===== config.mk =====
export PLATFORM = sky130hd
export DESIGN_NAME = pid_mc
export DESIGN_NICKNAME = d
export VERILOG_FILES = /design/src/rtl/pid_mc_pkg.sv /design/src/rtl/pid_mc_state.sv /design/src/rtl/pid_mc.sv
export SDC_FILE = /design/constraint.sdc
export NUM_CORES = 2
export LEC_CHECK = 0
export ABC_AREA = 1
export CAP_MARGIN = 10
export CORE_ASPECT_RATIO = 0.75
export CORE_MARGIN = 2
export CORE_UTILIZATION = 36
export DETAILED_ROUTE_END_ITERATION = 7
export GPL_TIMING_DRIVEN = 1
export SLEW_MARGIN = 20
export SYNTH_ARGS = -nofsm -noshare
export SYNTH_HDL_FRONTEND = slang
export SYNTH_SLANG_ARGS = --single-unit

===== constraint.sdc =====
create_clock -name clk -period 6.8 [get_ports clk]
set_input_delay 0.68 -clock clk [delete_from_list [all_inputs] [get_ports clk]]
set_output_delay 0.68 -clock clk [all_outputs]
set_load 0.05 [all_outputs]

===== src/rtl/pid_mc_pkg.sv =====
// Shared definitions for the multi-channel PID controller: config selectors
// and the saturation / symmetric clamp helpers.
package pid_mc_pkg;

  typedef enum logic [1:0] {
    CFG_KP  = 2'd0,
    CFG_KI  = 2'd1,
    CFG_KD  = 2'd2,
    CFG_CLR = 2'd3
  } cfg_sel_e;

  // Saturate x to the signed range of a w-bit word.
  function automatic logic signed [63:0] sat_w(input logic signed [63:0] x,
                                               input int unsigned w);
    logic signed [63:0] hi;
    logic signed [63:0] lo;
    logic signed [63:0] r;
    hi = (64'sd1 <<< (w - 1)) - 64'sd1;
    lo = -(64'sd1 <<< (w - 1));
    r  = x;
    if (x > hi)      r = hi;
    else if (x < lo) r = lo;
    return r;
  endfunction

  // Clamp x to [-lim, lim].
  function automatic logic signed [63:0] clamp_sym(input logic signed [63:0] x,
                                                   input logic signed [63:0] lim);
    logic signed [63:0] r;
    r = x;
    if (x > lim)       r = lim;
    else if (x < -lim) r = -lim;
    return r;
  endfunction

endpackage


===== src/rtl/pid_mc_state.sv =====
// Per-channel register file: gains, previous error and integrator, with a
// config-clear that takes priority over the pipeline's state write.
module pid_mc_state
  import pid_mc_pkg::*;
#(
  parameter int W   = 16,
  parameter int CH  = 4,
  parameter int CHW = 2,
  parameter int IW  = 24
) (
  input  logic                 clk,
  input  logic                 rst,
  input  logic                 cfg_we,
  input  logic [CHW-1:0]       cfg_ch,
  input  logic [1:0]           cfg_sel,
  input  logic signed [W-1:0]  cfg_data,
  input  logic [CHW-1:0]       rd_ch,
  input  logic                 st_we,
  input  logic [CHW-1:0]       st_ch,
  input  logic signed [W:0]    st_e,
  input  logic signed [IW-1:0] st_i,
  output logic signed [W-1:0]  kp,
  output logic signed [W-1:0]  ki,
  output logic signed [W-1:0]  kd,
  output logic signed [W:0]    prev_e,
  output logic signed [IW-1:0] integ
);

  logic signed [W-1:0]  kp_q [CH];
  logic signed [W-1:0]  ki_q [CH];
  logic signed [W-1:0]  kd_q [CH];
  logic signed [W:0]    pe_q [CH];
  logic signed [IW-1:0] ig_q [CH];
  logic [CHW-1:0]       rd_idx;

  always_comb begin
    rd_idx = '0;
    if ({{(32-CHW){1'b0}}, rd_ch} < 32'(CH)) rd_idx = rd_ch;
  end

  assign kp     = kp_q[rd_idx];
  assign ki     = ki_q[rd_idx];
  assign kd     = kd_q[rd_idx];
  assign prev_e = pe_q[rd_idx];
  assign integ  = ig_q[rd_idx];

  always_ff @(posedge clk or negedge rst) begin
    if (!rst) begin
      for (int unsigned i = 0; i < CH; i++) begin
        kp_q[i] <= '0;
        ki_q[i] <= '0;
        kd_q[i] <= '0;
        pe_q[i] <= '0;
        ig_q[i] <= '0;
      end
    end else begin
      for (int unsigned i = 0; i < CH; i++) begin
        if (st_we && st_ch == CHW'(i)) begin
          pe_q[i] <= st_e;
          ig_q[i] <= st_i;
        end
        // The clear is issued after the state write so it wins on a collision.
        if (cfg_we && cfg_ch == CHW'(i)) begin
          case (cfg_sel_e'(cfg_sel))
            CFG_KP:  kp_q[i] <= cfg_data;
            CFG_KI:  ki_q[i] <= cfg_data;
            CFG_KD:  kd_q[i] <= cfg_data;
            CFG_CLR: begin
              pe_q[i] <= '0;
              ig_q[i] <= '0;
            end
            default: ;
          endcase
        end
      end
    end
  end

endmodule


===== src/rtl/pid_mc.sv =====
// Time-multiplexed multi-channel PID: state update in R1, products in R2,
// sum and scale in R3, saturation in R4.
module pid_mc
  import pid_mc_pkg::*;
#(
  parameter int W       = 16,
  parameter int CH      = 4,
  parameter int IW      = 24,
  parameter int INT_LIM = 1048575,
  parameter int FRAC    = 8,
  localparam int CHW    = (CH > 1) ? $clog2(CH) : 1
) (
  input  logic                clk,
  input  logic                rst,
  input  logic                in_valid,
  input  logic [CHW-1:0]      in_ch,
  input  logic signed [W-1:0] sv,
  input  logic signed [W-1:0] pv,
  input  logic                cfg_we,
  input  logic [CHW-1:0]      cfg_ch,
  input  logic [1:0]          cfg_sel,
  input  logic signed [W-1:0] cfg_data,
  output logic                out_valid,
  output logic [CHW-1:0]      out_ch,
  output logic signed [W-1:0] mv,
  output logic                out_sat,
  output logic                out_iclamp
);

  localparam int ACC_W = W + IW + 2;
  localparam int PP_W  = 2 * W + 1;
  localparam int PI_W  = W + IW;
  localparam int PD_W  = 2 * W + 2;

  logic                 in_ok;
  logic signed [W-1:0]  g_kp, g_ki, g_kd;
  logic signed [W:0]    st_pe;
  logic signed [IW-1:0] st_ig;

  logic signed [W:0]    e_c;
  logic signed [W+1:0]  de_c;
  logic signed [IW:0]   s_c;
  logic signed [63:0]   s64, cl64;
  logic signed [IW-1:0] ni_c;
  logic                 ic_c;

  assign in_ok = in_valid && ({{(32-CHW){1'b0}}, in_ch} < 32'(CH));

  pid_mc_state #(.W(W), .CH(CH), .CHW(CHW), .IW(IW)) u_state (
    .clk(clk), .rst(rst),
    .cfg_we(cfg_we), .cfg_ch(cfg_ch), .cfg_sel(cfg_sel), .cfg_data(cfg_data),
    .rd_ch(in_ch),
    .st_we(in_ok), .st_ch(in_ch), .st_e(e_c), .st_i(ni_c),
    .kp(g_kp), .ki(g_ki), .kd(g_kd), .prev_e(st_pe), .integ(st_ig)
  );

  always_comb begin
    e_c  = {sv[W-1], sv} - {pv[W-1], pv};
    de_c = {e_c[W], e_c} - {st_pe[W], st_pe};
    s_c  = {st_ig[IW-1], st_ig} + {{(IW-W){e_c[W]}}, e_c};
    s64  = {{(63-IW){s_c[IW]}}, s_c};
    cl64 = clamp_sym(s64, 64'(INT_LIM));
    ni_c = cl64[IW-1:0];
    ic_c = (cl64 != s64);
  end

  logic                 r1_v, r1_ic;
  logic [CHW-1:0]       r1_ch;
  logic signed [W:0]    r1_e;
  logic signed [W+1:0]  r1_de;
  logic signed [IW-1:0] r1_ni;
  logic signed [W-1:0]  r1_kp, r1_ki, r1_kd;

  logic                 r2_v, r2_ic;
  logic [CHW-1:0]       r2_ch;
  logic signed [PP_W-1:0] r2_pp;
  logic signed [PI_W-1:0] r2_pi;
  logic signed [PD_W-1:0] r2_pd;

  logic                 r3_v, r3_ic;
  logic [CHW-1:0]       r3_ch;
  logic signed [ACC_W-1:0] r3_y;

  // Operands are sign-extended to the product width; the low bits of the
  // unsigned product are then the exact signed result.
  logic signed [PP_W-1:0]  pp_c;
  logic signed [PI_W-1:0]  pi_c;
  logic signed [PD_W-1:0]  pd_c;
  logic signed [ACC_W-1:0] acc_c;
  logic signed [63:0]      y64, sat64;

  always_comb begin
    pp_c  = {{(W+1){r1_kp[W-1]}}, r1_kp} * {{W{r1_e[W]}}, r1_e};
    pi_c  = {{IW{r1_ki[W-1]}}, r1_ki} * {{W{r1_ni[IW-1]}}, r1_ni};
    pd_c  = {{(W+2){r1_kd[W-1]}}, r1_kd} * {{W{r1_de[W+1]}}, r1_de};
    acc_c = {{(ACC_W-PP_W){r2_pp[PP_W-1]}}, r2_pp}
          + {{(ACC_W-PI_W){r2_pi[PI_W-1]}}, r2_pi}
          + {{(ACC_W-PD_W){r2_pd[PD_W-1]}}, r2_pd};
    y64   = {{(64-ACC_W){r3_y[ACC_W-1]}}, r3_y};
    sat64 = sat_w(y64, W);
  end

  always_ff @(posedge clk or negedge rst) begin
    if (!rst) begin
      r1_v <= 1'b0; r1_ic <= 1'b0; r1_ch <= '0;
      r1_e <= '0; r1_de <= '0; r1_ni <= '0;
      r1_kp <= '0; r1_ki <= '0; r1_kd <= '0;
      r2_v <= 1'b0; r2_ic <= 1'b0; r2_ch <= '0;
      r2_pp <= '0; r2_pi <= '0; r2_pd <= '0;
      r3_v <= 1'b0; r3_ic <= 1'b0; r3_ch <= '0; r3_y <= '0;
      out_valid <= 1'b0; out_ch <= '0; mv <= '0;
      out_sat <= 1'b0; out_iclamp <= 1'b0;
    end else begin
      r1_v <= in_ok;
      if (in_ok) begin
        r1_ch <= in_ch; r1_ic <= ic_c;
        r1_e  <= e_c;   r1_de <= de_c; r1_ni <= ni_c;
        r1_kp <= g_kp;  r1_ki <= g_ki; r1_kd <= g_kd;
      end
      r2_v <= r1_v;
      if (r1_v) begin
        r2_ch <= r1_ch; r2_ic <= r1_ic;
        r2_pp <= pp_c;  r2_pi <= pi_c; r2_pd <= pd_c;
      end
      r3_v <= r2_v;
      if (r2_v) begin
        r3_ch <= r2_ch; r3_ic <= r2_ic;
        r3_y  <= acc_c >>> FRAC;
      end
      out_valid <= r3_v;
      if (r3_v) begin
        out_ch     <= r3_ch;
        out_iclamp <= r3_ic;
        mv         <= sat64[W-1:0];
        out_sat    <= (sat64 != y64);
      end
    end
  end

endmodule

==> summary.md <==
| Metric | Value |
|---|---|
| Die area | 189000 um2 |
| Routed len/inst | 19.3 um |
| Post-DP HPWL | 159 mm |
| Worst setup margin | 381 ps |
| Ports | 79 |
| Die X-Extent | 501 um |
| Setup TNS | 0 ps |
| Largest family of logic cells by synthesized area | adder cells |
| Filler Cell Count | 18636 |
| Antenna violations before repair | 2 |
| Synth Area in Simple Gates | 0.158 |
| Clock transition at the registers of the reported paths | 60 ps |
| Final setup fails | 0 |
| Crit Path Class | flip-flop to flip-flop |
| Slew of the pin with the lowest slew margin | 1070 ps |
| Synth top area share | 0.295 |
| Max Slew Vio Count | 0 |
| Min-Delay Path Class | input port to flip-flop |
| Antenna violation net count after detailed routing | 0 |
| Area occupied by multi-input gates | 42700 um2 |
| Min Tclk post-route | 6420 ps |
| Register area share after synthesis | 0.239 |
| Synthesized area per cell | 8.23 um2 |
| Register area | 16000 um2 |
| Synth Area in Compound Gates | 0.0990 |
| Distinct cells, synth | 56 |
| Share of layout cells above drive strength 1 | 0.0519 |
| CTS Root Cell | clkbuf_16 |
| H-tree levels | 3 |
| Initial core utilization | 0.363 |
| First-pass DRT Iterations | 8 |
| Maxcap violations | 0 |
| Post-synth top cells | nand2_1 (2048), inv_1 (1745), fa_1 (982) |
| Post-synth top flop | dfrtp_1 |
| Period utilization | 0.944 |
| Num rows | 136 |
| Top cells by area, synth | fa_1 (29%), dfrtp_1 (24%), nand2_1 (12%) |
| Post-Synth Adder-Cell Area | 0.362 |
| GR Util All Layers | 0.217 |
| Net Count, Synth | 9504 |
| Worst Setup End Kind | flip-flop |
| Placed insts | 10342 |
| First DRT Iteration DRCs | 5024 |
| Asr flop ratio synth | 1.00 |
| Status | complete, no violations |
| Setup WS pre-CTS | 197 ps |
| Cell repeated most along the worst path | fa_1 |
| Worst-path maximum fanout | 17 |
| Num CTS Buffers | 70 |
| Worst-path cell with the longest stage delay | dfrtp_1 |
| Fmax | 156 MHz |
| RSZ-0062 raised after global routing | no |
| Pin count of the biggest net entering global routing | 162 |
| Number of port buffers | 78 |
| Cell Area, Synth | 66700 um2 |
| Crit path max-delay family | adder cells |
| Critical path buffer and inverter count | 3 |
| Required time of the critical path | 7390 ps |
| Non-filler cells, final | 10476 |
| Worst path cell trace | nand2_1 -> inv_1 -> fa_1 -> fa_1 -> fa_1 -> inv_1 -> fa_1 -> fa_1 -> fa_1 -> inv_1 -> ha_1 -> a21oi_1 -> o21ai_0 -> a21oi_1 -> o2111ai_1 -> or2_2 -> nand3_1 -> nand2_1 |
| Post-synth top area cell | fa_1 |
| DRC Markers | 0 |
| Area Growth Syn to Fin | 9.23% |
| Clock Skew | 52.8 ps |
| CTS tree | done |
| Synth Register Bits | 637 |
| Die Y | 377 um |
| Slew HR | 0.287 |
| CP max stage delay | 740 ps |
| First-pass GRT wire length | 319 mm |
| Insertion delay to the later sink of the worst-skew pair | 710 ps |
| Routability cong. | 0.935 |
| Maximum clock insertion buffer count | 3 |
| Hold violation count in the final report | 0 |
| Vias per inst | 5.00 |
| Nets | 9403 |
| CP arrival | 7010 ps |
| Xor and xnor area share after synthesis | 0.0193 |
| Most frequent cell after synthesis | nand2_1 |
| Mux share of post-synthesis cell area | 0 |
| Post-synth EDFFs | 0 |
| Syn. warnings | 0 |
| Std-Cell Core Area | 184000 um2 |
| Total routed wirelength | 202 mm |
| Via Count | 52365 |
| Number of global-route vias before repair | 52784 |
| Post-Syn Instances | 8105 |
| Overflow left after global routing | 0 |
| CTS sink cnt | 637 |
| Crit start category | flip-flop |
## registers in the layout, summed over array words and instances, names as in the netlist, 17 cells and up
register,flops
u_state.ki_q,64
u_state.ig_q,96
r2_pi,40
r2_pd,34
u_state.kp_q,64
u_state.pe_q,68
r2_pp,33
r1_ni,24
r1_e,17
r3_y,34
r1_de,18
u_state.kd_q,64
## routing by layer
| layer | part of all wire | vias to the layer above | global-route usage |
|---|---|---|---|
| met4 | 0.020 | 2 | 0.0438 |
| met3 | 0.094 | 178 | 0.0535 |
| li1 | - | 24298 | - |
| met1 | 0.50 | 25868 | 0.342 |
| met5 | 0.000049 | - | 0 |
| met2 | 0.39 | 2019 | 0.295 |
## layout make-up
cell class                 count  area share
antenna                        2   0.0000687
clock buffer                  98      0.0277
clock inverter                29     0.00680
inverter                    1751      0.0902
multi-input combinational   5296       0.585
sequential                   637       0.219
tap                         2415      0.0415
timing repair buffer         248      0.0293
## worst paths after layout
check,end,from,cells past startpoint,slack [ps]
max,r2_pi[36]$_DFFE_PN0P_,r1_ni[23]$_DFFE_PN0P_,18,380
min,r1_v$_DFF_PN0_,in_valid,1,420
max reg2reg,r2_pi[36]$_DFFE_PN0P_,r1_ni[23]$_DFFE_PN0P_,18,380
min reg2reg,out_ch[0]$_DFFE_PN0P_,out_ch[0]$_DFFE_PN0P_,2,470
max in group asynchronous,r1_ki[3]$_DFFE_PN0P_,rst,3,4650
min in group asynchronous,mv[3]$_DFFE_PN0P_,rst,2,600
## stage by stage
stage / util / cell area [um2] / hold WS [ps]
6_report: 0.397 / 72900 / 425
4_1_cts: 0.396 / 72800 / 392
2_1_floorplan: - / 66700 / 352
3_5_place_dp: 0.382 / 70300 / 465
3_3_place_gp: 0.382 / 70300 / 460
5_1_grt: 0.397 / 72900 / 422
## logic make-up after synthesis
family / count (synthesis)
xor gates and xnor gates: 147
and+or+nand+nor: 2641
AOI/OAI and AO/OA: 1167
buffers and inverters: 2172
adders and majority gates: 1341
DFF: 637
## repair_timing
| action | CTS | global route |
|---|---|---|
| endpoints found under the setup margin | 0 | 16 |
| gates resized for setup | 0 | 27 |
| setup buffers | 0 | 4 |
| hold buffers | 1 | 0 |
| hold endpoints to repair | 7 | 0 |
## cells in the final DEF (no fill, tap or decap), drive strengths merged, types with 5 or more instances in the layout
cell type      netlist  routed
nand2             2060    2060
a221oi               6       6
clkbuf             390      98
a21oi              306     306
nand3b              15      15
ha                 359     359
nor4                 9       9
fa                 982     982
bufinv               0       8
o221ai              13      13
o21a                 8       8
or2                 68      68
inv               1749    1749
nor2               265     265
a21o                16      16
a31oi               35      35
nand3              153     153
o21ai              551     551
nand4               41      41
a211oi              13      13
a41oi               25      25
xnor2               82      82
buf                 31     171
o211ai              47      47
clkdlybuf4s50        0      76
xor2                65      65
dfrtp              637     637
o31ai                5       5
a22oi               60      60
clkinv               2      22
a21boi               5       5
nor3                24      24
o22ai               49      49
o21bai              12      12
Power is not shown: default switching activity piles up to over one toggle a cycle in this logic, so the estimate is an artifact.
